## config.mk

```make
export PLATFORM = sky130hd
export DESIGN_NAME = pc_register
export DESIGN_NICKNAME = d
export VERILOG_FILES = /design/src/rtl/pc_pkg.sv /design/src/rtl/pc_retire_counter.sv /design/src/rtl/pc_register.sv
export SDC_FILE = /design/constraint.sdc
export NUM_CORES = 1
export LEC_CHECK = 0
export ABC_AREA = 1
export CORE_AREA = 2 2 86 96
export CTS_BUF_LIST = sky130_fd_sc_hd__clkbuf_16
export DETAILED_ROUTE_END_ITERATION = 7
export DIE_AREA = 0 0 88 98
export PLACE_DENSITY = 0.84
export SETUP_SLACK_MARGIN = 0.3
export SYNTH_ARGS = -nofsm -noshare
export SYNTH_HDL_FRONTEND = slang
export SYNTH_SLANG_ARGS = --single-unit
```

## constraint.sdc

```tcl
create_clock -name clk -period 2.7 [get_ports clk]
set_input_delay 0.27 -clock clk [delete_from_list [all_inputs] [get_ports clk]]
set_output_delay 0.27 -clock clk [all_outputs]
set_load 0.02 [all_outputs]
```

## src/rtl/pc_pkg.sv

```systemverilog
// Shared types and constants for the program-counter block.
// Contents: PC width, increment, default boot/trap vectors, FSM state type.
package pc_pkg;

  localparam int unsigned PC_W     = 32;
  localparam int unsigned RETIRE_W = 64;

  localparam logic [PC_W-1:0] PC_INC               = 32'd4;
  localparam logic [PC_W-1:0] DEFAULT_RESET_VECTOR = 32'h0000_0000;
  localparam logic [PC_W-1:0] DEFAULT_TRAP_VECTOR  = 32'h0000_0100;

  typedef enum logic [1:0] {
    BOOT = 2'd0,
    RUN  = 2'd1,
    TRAP = 2'd2,
    HALT = 2'd3
  } pc_state_t;

endpackage

```

## src/rtl/pc_retire_counter.sv

```systemverilog
// Retired-instruction counter, built only when PC_RETIRE_COUNT_EN is defined.
// Ports:
//   clk, rst_n  - clock, async active-low reset
//   retire_i    - one instruction retired on this edge
//   count_o     - running 64-bit count, wraps at 2^64
module pc_retire_counter
  import pc_pkg::*;
(
  input  logic                clk,
  input  logic                rst_n,
  input  logic                retire_i,
  output logic [RETIRE_W-1:0] count_o
);

  logic [RETIRE_W-1:0] count_q;
  logic [RETIRE_W-1:0] count_d;

  // Next count: advance by one per retire, natural wrap.
  always_comb begin
    count_d = count_q;
    if (retire_i) begin
      count_d = count_q + RETIRE_W'(1);
    end
  end

  // Count register.
  always_ff @(posedge clk or negedge rst_n) begin
    if (!rst_n) begin
      count_q <= '0;
    end else begin
      count_q <= count_d;
    end
  end

  assign count_o = count_q;

endmodule

```

## src/rtl/pc_register.sv

```systemverilog
// Architectural program counter with boot, stall, debug halt/resume and
// misaligned-target trapping. Optional retire counter under PC_RETIRE_COUNT_EN.
// Ports:
//   clk, rst_n     - clock, async active-low reset
//   next_pc        - target from the next-PC mux
//   stall          - hold PC this cycle
//   halt_req       - debug halt request (level)
//   resume         - debug resume pulse, honoured only while halted
//   pc, pc_plus4   - current PC and PC+4 (pc_plus4 is combinational)
//   fetch_valid    - pc is a valid fetch address
//   halted         - core is in debug halt
//   trap           - one-cycle pulse when a misaligned target was taken
//   trap_addr      - offending target of the most recent trap
//   retire_count   - (PC_RETIRE_COUNT_EN only) count of normal PC advances
module pc_register
  import pc_pkg::*;
#(
  parameter logic [PC_W-1:0] RESET_VECTOR = DEFAULT_RESET_VECTOR,
  parameter logic [PC_W-1:0] TRAP_VECTOR  = DEFAULT_TRAP_VECTOR,
  parameter int unsigned     ALIGN_BITS   = 2
) (
  input  logic                   clk,
  input  logic                   rst_n,
  input  logic signed [PC_W-1:0] next_pc,
  input  logic                   stall,
  input  logic                   halt_req,
  input  logic                   resume,
  output logic signed [PC_W-1:0] pc,
  output logic signed [PC_W-1:0] pc_plus4,
  output logic                   fetch_valid,
  output logic                   halted,
  output logic                   trap,
  output logic        [PC_W-1:0] trap_addr
`ifdef PC_RETIRE_COUNT_EN
  ,
  output logic    [RETIRE_W-1:0] retire_count
`endif
);

  localparam logic [PC_W-1:0] ALIGN_MASK = PC_W'((64'd1 << ALIGN_BITS) - 64'd1);

  pc_state_t       state_q, state_d;
  logic [PC_W-1:0] pc_q, pc_d;
  logic [PC_W-1:0] trap_addr_q, trap_addr_d;
  logic            trap_q, trap_d;
  logic            fetch_valid_q, fetch_valid_d;
  logic            halted_q, halted_d;
  logic [PC_W-1:0] next_pc_u;
  logic            misaligned_c;

  // All PC arithmetic is unsigned regardless of the port type.
  assign next_pc_u    = $unsigned(next_pc);
  assign misaligned_c = (next_pc_u & ALIGN_MASK) != '0;

  // Next-state, next-PC and registered-output decode.
  always_comb begin
    state_d     = state_q;
    pc_d        = pc_q;
    trap_addr_d = trap_addr_q;
    trap_d      = 1'b0;

    case (state_q)
      BOOT: state_d = halt_req ? HALT : RUN;
      RUN: begin
        // Halt and stall both suppress the alignment check.
        if (halt_req) begin
          state_d = HALT;
        end else if (!stall) begin
          if (misaligned_c) begin
            pc_d        = TRAP_VECTOR;
            trap_addr_d = next_pc_u;
            trap_d      = 1'b1;
            state_d     = TRAP;
          end else begin
            pc_d = next_pc_u;
          end
        end
      end
      TRAP: begin
        // PC stays on TRAP_VECTOR so the first RUN cycle fetches the handler.
        if (halt_req) begin
          state_d = HALT;
        end else if (!stall) begin
          state_d = RUN;
        end
      end
      HALT: begin
        if (resume && !halt_req) begin
          state_d = RUN;
        end
      end
      default: state_d = BOOT;
    endcase

    fetch_valid_d = (state_d == RUN) || (state_d == TRAP);
    halted_d      = (state_d == HALT);
  end

  // State and PC registers.
  always_ff @(posedge clk or negedge rst_n) begin
    if (!rst_n) begin
      state_q       <= BOOT;
      pc_q          <= RESET_VECTOR;
      trap_addr_q   <= '0;
      trap_q        <= 1'b0;
      fetch_valid_q <= 1'b0;
      halted_q      <= 1'b0;
    end else begin
      state_q       <= state_d;
      pc_q          <= pc_d;
      trap_addr_q   <= trap_addr_d;
      trap_q        <= trap_d;
      fetch_valid_q <= fetch_valid_d;
      halted_q      <= halted_d;
    end
  end

  assign pc          = pc_q;
  assign pc_plus4    = pc_q + PC_INC;
  assign fetch_valid = fetch_valid_q;
  assign halted      = halted_q;
  assign trap        = trap_q;
  assign trap_addr   = trap_addr_q;

`ifdef PC_RETIRE_COUNT_EN
  logic retire_c;

  // Only a normal advance to next_pc counts as a retire.
  assign retire_c = (state_q == RUN) && !halt_req && !stall && !misaligned_c;

  pc_retire_counter u_retire_counter (
    .clk      (clk),
    .rst_n    (rst_n),
    .retire_i (retire_c),
    .count_o  (retire_count)
  );
`endif

endmodule

```

Word level (Yosys, flattened, before mapping)
Index checks and enable logic that the tools add are counted.
- bits in latches: 0
- ROM bits: 0
- bits in writable memories: 0
- bits of input ports: 37
- register bits after elaboration: 69
- memories: 0
- output and inout port bits: 99
- equal/unequal tests: 6
- multiply operators: 0
- multiplexer cells: 13
- bitwise gates (word level): 2
- add/subtract/negate cells: 1
- reductions and logical operators: 7
- div/mod/pow operators: 0
- shift-type cells: 0
- $lt $le $gt $ge: 0
- operators by type and width (kind ; number):
    $add 32x3->32 const B ; 1
    $mux 32 ; 1
    $reduce_bool 32->1 ; 1
    $mux 2 ; 7
    $eq 2x2->1 const B ; 4
    $pmux 2 s4 ; 1
    $eq 2x1->1 const B ; 2
    $mux 1 ; 4
    $reduce_and 4->1 ; 1
    $reduce_and 3->1 ; 1
    $logic_not 2->1 ; 1
    $not 1->1 ; 2
    $logic_and 1x1->1 ; 1
    $logic_not 1->1 ; 1
    $logic_or 1x1->1 ; 1

Longest topological paths before layout
Gate-level depths: netlist of the first run.
- word-level depth: 7
- depth in mapped cells: 9
- depth with buffers taken out: 8

Worst setup path before layout of the first run
OpenSTA, ideal clock, no wires.
- path kind: reg-to-output
- start point: register pc_q[3] (netlist: pc[3])
- end point: output port pc_plus4[14]
- stages on the path, launching flop included: 7
- arrival time: 1.572 ns
- path buffers: 0
- data required time: 2.430 ns
- path slack: 0.858 ns
- path through: dfrtp_1 -> ha_1 -> inv_1 -> nor2_1 -> nand2_1 -> nor2_1 -> xor2_1
- cells in the longest elaborated chain, start to end: 1
- ends and longest elaborated chain (element ; line ; text):
    from (decl) ; pc_register.sv:43 ; logic [PC_W-1:0] pc_q, pc_d;
    from (signal assigned) ; pc_register.sv:110 ; pc_q <= pc_d;
    $add 32x3->32 ; pc_register.sv:119 ; assign pc_plus4 = pc_q + PC_INC;
    to (decl) ; pc_register.sv:29 ; output logic signed [PC_W-1:0] pc_plus4,
Every way passes these cells.

Worst setup path after layout of the first run
- start point: register pc_q[3] (netlist: pc[3])
- end point: output port pc_plus4[24]
The elaborated chain is that of the path after synthesis.

==> results by group, run 1 <==
Job
  • Count of max-cap constraint violations: 0

Drt
  • Count of nets left with antenna violations after detail routing: 0
  • Via count: 3,674
  • First-iteration detailed-routing DRC count: 205
  • Drt total wl: 11,300 µm
  • First-pass iteration count of the detailed router: 4
  • DRC: 0
  • Routed len/inst: 15.5 µm
  • Via density per instance: 5.05

STA
  • Total of endpoints with negative setup slack in the final report: 0
  • Shortest clock period the worst path allows after layout: 2.46 ns
  • Final hold violation count: 0
  • Final number of max-transition violations: 0
  • WHS: 0.0888 ns
  • Achievable frequency: 406 MHz
  • RSZ-0062 raised after global routing: true
  • Final-layout setup total negative slack: 0 ns
  • Max-slew headroom: 36.4%
  • Tcrit/Tclk final: 91.3%
  • Transition at the pin with the smallest max-transition slack: 0.954 ns
  • Skew final: 0.00491 ns

Critical path
  • Highest net fanout along the worst path: 5
  • Cell Chain, Critical Path: ha_1 > nand3_1 > nor2_4 > nand3_1 > nand2_1 > clkdlybuf4s50_1
  • Cell seen most often among critical-path stages: nand3_1
  • Standard cell with the maximum stage delay on the critical path: clkdlybuf4s50_1
  • Endpoint of the worst setup timing path: pc_plus4[24]
  • Worst-case reg-to-reg path depth: 7
  • Delay of the slowest cell on the worst path: 0.59 ns
  • Kind of critical path: reg2out
  • Critical path data arrival time: 2.19 ns
  • Launching point of the worst reg2reg path: state_q[1]
  • Startpoint Class: register
  • RR Endpoint: trap_addr[14]
  • Worst reg2reg setup slack: 0.79 ns
  • CP endpoint kind: output pin
  • Worst path required time: 2.43 ns
  • Critical path origin: pc[3]

Pwr
  • Relative contribution of sequential cells to total power: 30.2%
  • Power density over cell area: 1190 mW/mm²
  • Leakage Power: 2.52 nW
  • Maximum ir drop on the vdd rail: 0.763 mV
  • Share of power burned in the clock network: 21.3%
  • Combinational share of power: 48.6%
  • Internal: 3.74 mW
  • Switch share: 41.0%
  • Net switching component of the power: 2.59 mW

Global route
  • Largest net degree at the start of global routing: 57
  • Total Routing Usage GR: 27.1%
  • Global-route congestion overflow total: 0
  • Number of global-route vias before repair: 3,736
  • Initial antenna violation count: 0
  • Global-route wire length before repair: 18,300 µm

Placement
  • Sum of net half-perimeters after detailed placement: 8160 µm
  • Number of port buffers: 135
  • Last weighted congestion value of the routability-driven placer: 0.865
  • Post-Place Cells: 712

CTS
  • Sink count of the clock tree: 69
  • H-tree levels: 3
  • Clk buf depth: 2
  • Clock slew seen by the registers of the worst setup and hold paths: 0.06 ns
  • Cts hold-fix bufs: 0
  • Total CTS buffers: 9
  • Cell at the root of the clock tree: clkbuf_16
  • Clock insertion delay at the later pin of the skew report: 0.33 ns
  • Clock tree from TritonCTS: done

Logic synthesis
  • Synthesized cell area: 0.00356 mm²
  • Yosys reg bits: 69
  • Cells after synthesis: 481
  • Synthesized area per cell: 7.40 µm²
  • Synth unique cells: 23
  • Syn. warnings: 0
  • Fraction of the yosys area taken by sequential cells: 48.5%
  • Nets in the synthesized netlist: 520

Finish
  • Antenna diode count: 0
  • Commonest non-fill, non-tap cells in the layout: nand2_1 (196), clkdlybuf4s50_1 (112), dfrtp_1 (67)
  • Layout Area Growth over Synthesis: 49.4%
  • Fraction of layout instances using a drive strength above 1: 6.77%
  • Nets@finish: 654
  • Leading cell type in the layout, fill and taps excluded: nand2_1
  • Reg area: 0.00173 mm²
  • Area used by multi-input combinational logic: 0.00159 mm²
  • Fill cell count: 638
  • Non-filler instance count after layout: 728

Hold path
  • Class of the most critical hold timing path: in2async

Status
  • Status: finished clean

Floorplan
  • Die Footprint: 0.00862 mm²
  • Number of primary I/O pins: 136
  • Floorplan Core Area: 0.00770 mm²
  • Die Span X: 88 µm
  • Initial core utilization: 46.2%
  • Die height: 98 µm
  • Count of standard-cell rows: 34
## cells by family after synthesis
family	share of synthesized area, %
compound gates	4.88
buf+inv	8.29
simple gates	33.9
fa+ha+maj	0.703
xor+xnor	3.69
flops	48.5
## layout make-up
cell class	instances	area share, %
Clock buffer	9	4.23
Clock inverter	7	2.14
Inverter	40	2.82
Multi-Input combinational cell	354	29.8
Sequential cell	69	32.5
Tap cell	108	2.54
Timing Repair Buffer	141	25.9
## worst max-delay path, delay by kind of cell (launching register included)
family	cells	cell delay (ns)
fa+ha+maj	1	0.25
buf+inv	1	0.59
flops	1	0.42
simple gates	4	0.60
## worst min path at each step
stage | start | endpoint
2_1_floorplan | rst_n | fetch_valid
3_5_place_dp | rst_n | pc[0]
5_1_grt | rst_n | trap_addr[14]
6_report | rst_n | trap_addr[14]
4_1_cts | rst_n | pc[0]
3_3_place_gp | rst_n | pc[1]
## metal layers
layer	track usage, %	vias to the layer above	share of wire (%)
met1	34.0	1728	39
met4	10.7	0	2.9
met2	45.2	158	50
met5	0	-	0
li1	-	1763	-
met3	5.83	25	7.4
## stage by stage
step / utilization, % / setup WS [ns] / power [mW] / area [µm²]
detailed placement: 64.2 / 0.354 / 5.03 / 4940
global route: 69.1 / 0.135 / 6.66 / 5320
floorplan: - / 0.858 / 3.38 / 3560
CTS: 68.7 / 0.240 / 6.34 / 5290
global placement: 64.2 / 0.436 / 4.98 / 4940
finish: 69.1 / 0.236 / 6.33 / 5320
## Yosys cell counts
cell type	n	share of area, %
a21oi_1	2	0.28
dfrtp_1	69	48
nor2_4	1	0.32
nor2_1	57	6.0
o21ai_1	10	1.4
inv_2	1	0.11
ha_1	2	0.70
o31ai_1	1	0.21
buf_6	8	2.5
buf_1	1	0.11
nand3b_1	1	0.21
o21ai_0	20	2.8
o22ai_1	1	0.18
buf_2	4	0.56
inv_1	39	4.1
nand2_1	198	21
nand3_1	44	6.2
clkbuf_2	1	0.14
xor2_1	15	3.7
buf_4	3	0.63
or2_0	1	0.18
clkbuf_1	1	0.11
nand2_2	1	0.18
## timing repair
action,CTS,global route
setup endpoints to repair,22,15
setup buffers,0,0
gates resized for setup,25,18
## sequential cells by signal, indices dropped and copies added, names as in the netlist
register,flops
fetch_valid,1
halted,1
pc,32
state_q,2
trap,1
trap_addr,32
## power groups by stage
stage	logic, mW	registers, mW	clock network [mW]
CTS	3.09	1.90	1.35
floorplan	0.997	2.39	0
global placement	3.10	1.89	0
finish	3.07	1.91	1.35
global route	3.28	1.97	1.41
detailed placement	3.13	1.90	0
No activity file was read; power rests on OpenSTA's default activity.
==> run 2: changes to the inputs <==
- CORE_AREA: 2 2 86 96 -> 2 2 100 111
- DIE_AREA: 0 0 88 98 -> 0 0 102 113
- PLACE_DENSITY: 0.84 -> not set
==> results by group, run 2 (same netlist as run 1, synthesis figures left out) <==
Global route
  • Global-route congestion overflow total: 0
  • Total Routing Usage GR: 20.5%
  • Number of global-route vias before repair: 3,602
  • Global-route wire length before repair: 18,400 µm
  • Largest net degree at the start of global routing: 57
  • Initial antenna violation count: 0

STA
  • Final hold violation count: 0
  • WHS: 0.424 ns
  • Total of endpoints with negative setup slack in the final report: 0
  • RSZ-0062 raised after global routing: true
  • Shortest clock period the worst path allows after layout: 2.30 ns
  • Max-slew headroom: 56.6%
  • Worst Slack Setup Final: 0.403 ns
  • Final number of max-transition violations: 0
  • Achievable frequency: 435 MHz
  • Final-layout setup total negative slack: 0 ns
  • Skew final: 0.00656 ns
  • Tcrit/Tclk final: 85.1%
  • Transition at the pin with the smallest max-transition slack: 0.651 ns

Placement
  • Post-Place Cell Area: 0.00500 mm²
  • Sum of net half-perimeters after detailed placement: 8600 µm
  • Minimum setup slack after placement: 0.414 ns
  • Number of port buffers: 135
  • Last weighted congestion value of the routability-driven placer: 0.877
  • Post-Place Cells: 745

Hold path
  • Class of the most critical hold timing path: in2async

Critical path
  • Critical path data arrival time: 2.03 ns
  • Highest net fanout along the worst path: 7
  • Family with the most delay on the worst path: simple AND/OR/NAND/NOR gates
  • Critical path buffers and inverters: 1
  • Standard cell with the maximum stage delay on the critical path: dfrtp_1
  • Delay of the slowest cell on the worst path: 0.45 ns
  • Cell Chain, Critical Path: nand2_1 > nor2_1 > nand2_1 > nor2_2 > xor2_1 > dlygate4sd2_1
  • Startpoint Class: register
  • Worst path required time: 2.43 ns
  • Kind of critical path: reg2out
  • CP endpoint kind: output pin
  • Cell seen most often among critical-path stages: nand2_1

Status
  • Status: finished clean

CTS
  • Clk buf depth: 2
  • Sink count of the clock tree: 69
  • Clock tree from TritonCTS: done
  • Clock slew seen by the registers of the worst setup and hold paths: 0.06 ns
  • H-tree levels: 3
  • Clock insertion delay at the later pin of the skew report: 0.33 ns
  • Total CTS buffers: 9
  • Cell at the root of the clock tree: clkbuf_16

Pwr
  • Power density over cell area: 1140 mW/mm²
  • Total chip power: 6.09 mW
  • Leakage Power: 2.48 nW
  • Maximum ir drop on the vdd rail: 0.527 mV

Finish
  • Layout Area Growth over Synthesis: 49.3%
  • Nets@finish: 654
  • Commonest non-fill, non-tap cells in the layout: nand2_1 (197), clkdlybuf4s50_1 (110), dfrtp_1 (67)
  • Post-Layout Inst Area: 0.00532 mm²
  • Fraction of layout instances using a drive strength above 1: 5.48%
  • Antenna diode count: 0
  • Fill cell count: 1,041
  • Non-filler instance count after layout: 763
  • Leading cell type in the layout, fill and taps excluded: nand2_1
  • Post-layout utilization of the core: 51.4%

Floorplan
  • Initial core utilization: 34.4%
  • Die height: 113 µm
  • Die Span X: 102 µm
  • Die Footprint: 0.0115 mm²
  • Floorplan Core Area: 0.0103 mm²
  • Count of standard-cell rows: 39
  • Number of primary I/O pins: 136

Job
  • Count of max-cap constraint violations: 0

Drt
  • Count of nets left with antenna violations after detail routing: 0
  • Drt total wl: 11,300 µm
  • Via density per instance: 4.69
  • Routed len/inst: 14.9 µm
  • First-pass iteration count of the detailed router: 5
  • First-iteration detailed-routing DRC count: 160
  • Via count: 3,577
  • DRC: 0
==> run 2: cell count changes in the layout (fill, tap and decap cells not counted), moves of 2 or more <==
cell             delta
dlymetal6s2s_1      -3
clkdlybuf4s50_1     -2
buf_4               -3
buf_12              +2
dlygate4sd2_1       +5
nor2_1              +4
nor2_2              -3
bufinv_16           -2
==> run 2: report_power, final <==
part | switching, mW | total [mW] | internal, mW
sequential | 0.412 | 1.90 | 1.49
clock | 0.452 | 1.16 | 0.708
combinational | 1.70 | 3.02 | 1.32
==> run 2: final timing paths <==
check	start	end	slack, ns	depth (start not counted)
min in group clk	trap_addr[0]	trap_addr[0]	0.47	2
worst max register to register	state_q[1]	trap_addr[11]	0.86	6
worst min-delay path	rst_n	pc[1]	0.42	2
worst max-delay path	pc[4]	pc_plus4[11]	0.40	6
worst min register to register	trap_addr[0]	trap_addr[0]	0.47	2
max in group asynchronous	rst_n	pc[17]	1.64	3
==> run 2: worst reg2reg max path: stages (launching register included) <==
cell     delay [ns]
dfrtp_1        0.40
or2_0          0.45
nor2_4         0.22
nand2_2        0.09
inv_2          0.41
nand2_1        0.12
nand2_1        0.09
==> run 2: layout make-up <==
cell class	instances	area (µm²)	area share (%)
flip-flops and latches	69	1730	32.5
multi-input cells	354	1570	29.5
repair buffers	141	1400	26.3
clock buffers	9	225	4.24
well taps	143	179	3.37
inverters	40	150	2.82
clock inverters	7	66.3	1.25
==> run 2: per-layer routing <==
metal / routed length [µm] / vias to the layer above / global-route usage, %
met5: 0 / - / 0
met4: 195 / 0 / 6.22
met3: 682 / 13 / 4.82
met2: 5500 / 118 / 34.1
met1: 4970 / 1688 / 26.5
li1: - / 1758 / -
==> run 2: repair_timing <==
item | 4_1_cts | 5_1_grt
setup endpoints to repair | 23 | 8
resized for setup | 29 | 9
setup buffers | 0 | 1
pin swaps | 0 | 1
hold endpoints to repair | 17 | 0
hold buffers | 1 | 0
==> run 3: changes to the inputs <==
- CTS_CLUSTER_SIZE: not set -> 10
==> results of run 3 <==
Same layout as run 2: the final DEF is identical, and so are final timing and power.
==> RTL change (config.mk and constraints of run 2) <==
`trap_addr_q` no longer has a reset.
--- a/src/rtl/pc_register.sv
+++ b/src/rtl/pc_register.sv
@@ -102,5 +102,4 @@
       state_q       <= BOOT;
       pc_q          <= RESET_VECTOR;
-      trap_addr_q   <= '0;
       trap_q        <= 1'b0;
       fetch_valid_q <= 1'b0;
@@ -109,9 +108,12 @@
       state_q       <= state_d;
       pc_q          <= pc_d;
-      trap_addr_q   <= trap_addr_d;
       trap_q        <= trap_d;
       fetch_valid_q <= fetch_valid_d;
       halted_q      <= halted_d;
     end
+  end
+
+  always_ff @(posedge clk) begin
+    trap_addr_q <= trap_addr_d;
   end
 
Behaviour: differs if rst_n is asserted again (counterexample within 4 cycles, from zero or initial values and one cycle with rst_n low); with rst_n held inactive, the same outputs for 10 cycles.
==> RTL change against run 2 <==
- sequential cell count unchanged
- final area fell by 3.9%
- wire length fell by 12%
- non-clock buffer count is 2 lower
- utilization down 2.0 points
- synthesized area shrank 6.1%
- die area is the same
- critical path type unchanged
- worst setup slack improved by 20 ps
Power is not compared: it rests on default switching activity, and its combinational part moved more than twofold at a synthesized area within 25%.
==> RTL change: results (changes against run 2) <==
outcome: finished clean (unchanged)
complex-gate fraction of the synthesized area: 5.499% (was 4.884%)
Mapped Cells: 367 (was 481)
Max Buffers Root-to-Sink: 2 (unchanged)
met1 WL: 4070 um (was 4970 um)
number of global-route vias before repair: 2982 (was 3602)
Avg WL per Cell: 15.21 um (was 14.87 um)
reg2reg path depth: 5 (was 6)
GPL Wtd Cong: 0.8527 (was 0.8774)
Post-synth top cells: 100 x nand2_1, 42 x nor2_1, 37 x dfrtp_1, 37 x nand3_1, 36 x inv_1 (was 198 x nand2_1, 69 x dfrtp_1, 57 x nor2_1, 44 x nand3_1, 39 x inv_1)
Setup Skew: 4.923 ps (was 6.562 ps)
GR Util met1: 21.58% (was 26.53%)
drt initial violations: 125 (was 160)
vias per inst: 4.477 (was 4.688)
Fill cells: 1014 (was 1041)
post-synthesis adder-cell area fraction: 0.7482% (was 0.7027%)
ys flop type: dfrtp_1 (unchanged)
Crit Path Max Fanout: 5 (was 7)
RR Endpoint: pc[10] (was trap_addr[11])
Final HPWL DP: 7622 um (was 8602 um)
met3 routed WL: 637 um (was 682 um)
fmax: 0.4390 GHz (was 0.4353 GHz)
Post-synth EDFFs: 32 (was 0)
nets: 545 (was 654)
first-pass GRT wire length: 15590 um (was 18370 um)
critical path endpoint: pc_plus4[16] (was pc_plus4[11])
sequential element share of the synthesized area: 56.42% (was 48.49%)
worst slack at placement: 404.0 ps (was 414.3 ps)
met2 WL: 5017 um (was 5500 um)
post-synthesis async set-or-reset flop share: 53.62% (was 100.0%)
Total Routing Usage GR: 18.01% (was 20.53%)
CP peak stage delay: 420 ps (was 450 ps)
syn nets: 406 (was 520)
M2 GR Usage: 30.83% (was 34.08%)
share of cells above drive strength 1: 9.198% (was 5.484%)
met3 usage: 4.015% (was 4.818%)
Max-Slew Margin vs Limit: 41.28% (was 56.61%)
Area after DPL: 4851 um^2 (was 4999 um^2)
xor/xnor share of the synthesized area: 4.602% (was 3.689%)
CTS hold repair buffers: 0 (was 1)
worst hold slack: 52.48 ps (was 424.2 ps)
flop-to-flop setup slack: 840 ps (was 860 ps)
synth top area cells: edfxtp_1 29%, dfrtp_1 28%, nand2_1 11% (was dfrtp_1 48%, nand2_1 21%, nand3_1 6.2%)
Cells after DPL: 638 (was 745)
CP Data Arrival Time: 2010 ps (was 2030 ps)
largest net degree at the start of global routing: 47 (was 57)
Non-Filler Instances: 654 (was 763)
PostCTS Resize Cnt: 26 (was 29)
==> RTL change: cell count changes after synthesis, sizes merged, moves of 3 or more <==
cell and delta:
inv -3, buf -5, edfxtp +32, nand3 -7
dfrtp -32, nand2 -95, nor2 -5
==> RTL change: cell type report <==
class	count	area (um^2)	area share, %
Clock buffer	9	225.2	4.409
Clock inverter	7	30.03	0.5878
Tap cell	143	178.9	3.502
Inverter	37	138.9	2.719
Multi-Input combinational cell	250	1265	24.76
Timing Repair Buffer	139	1375	26.92
Sequential cell	69	1896	37.11
==> RTL change: power by group through the flow <==
stage / logic [W] / clock network (W) / registers (W)
final: 0.000863 / 0.00102 / 0.00133
after global routing: 0.000928 / 0.00109 / 0.00135
after CTS: 0.000878 / 0.00104 / 0.00133
after detailed placement: 0.000912 / 0 / 0.00134
after global placement: 0.000911 / 0 / 0.00134
after floorplan: 0.000299 / 0 / 0.00143
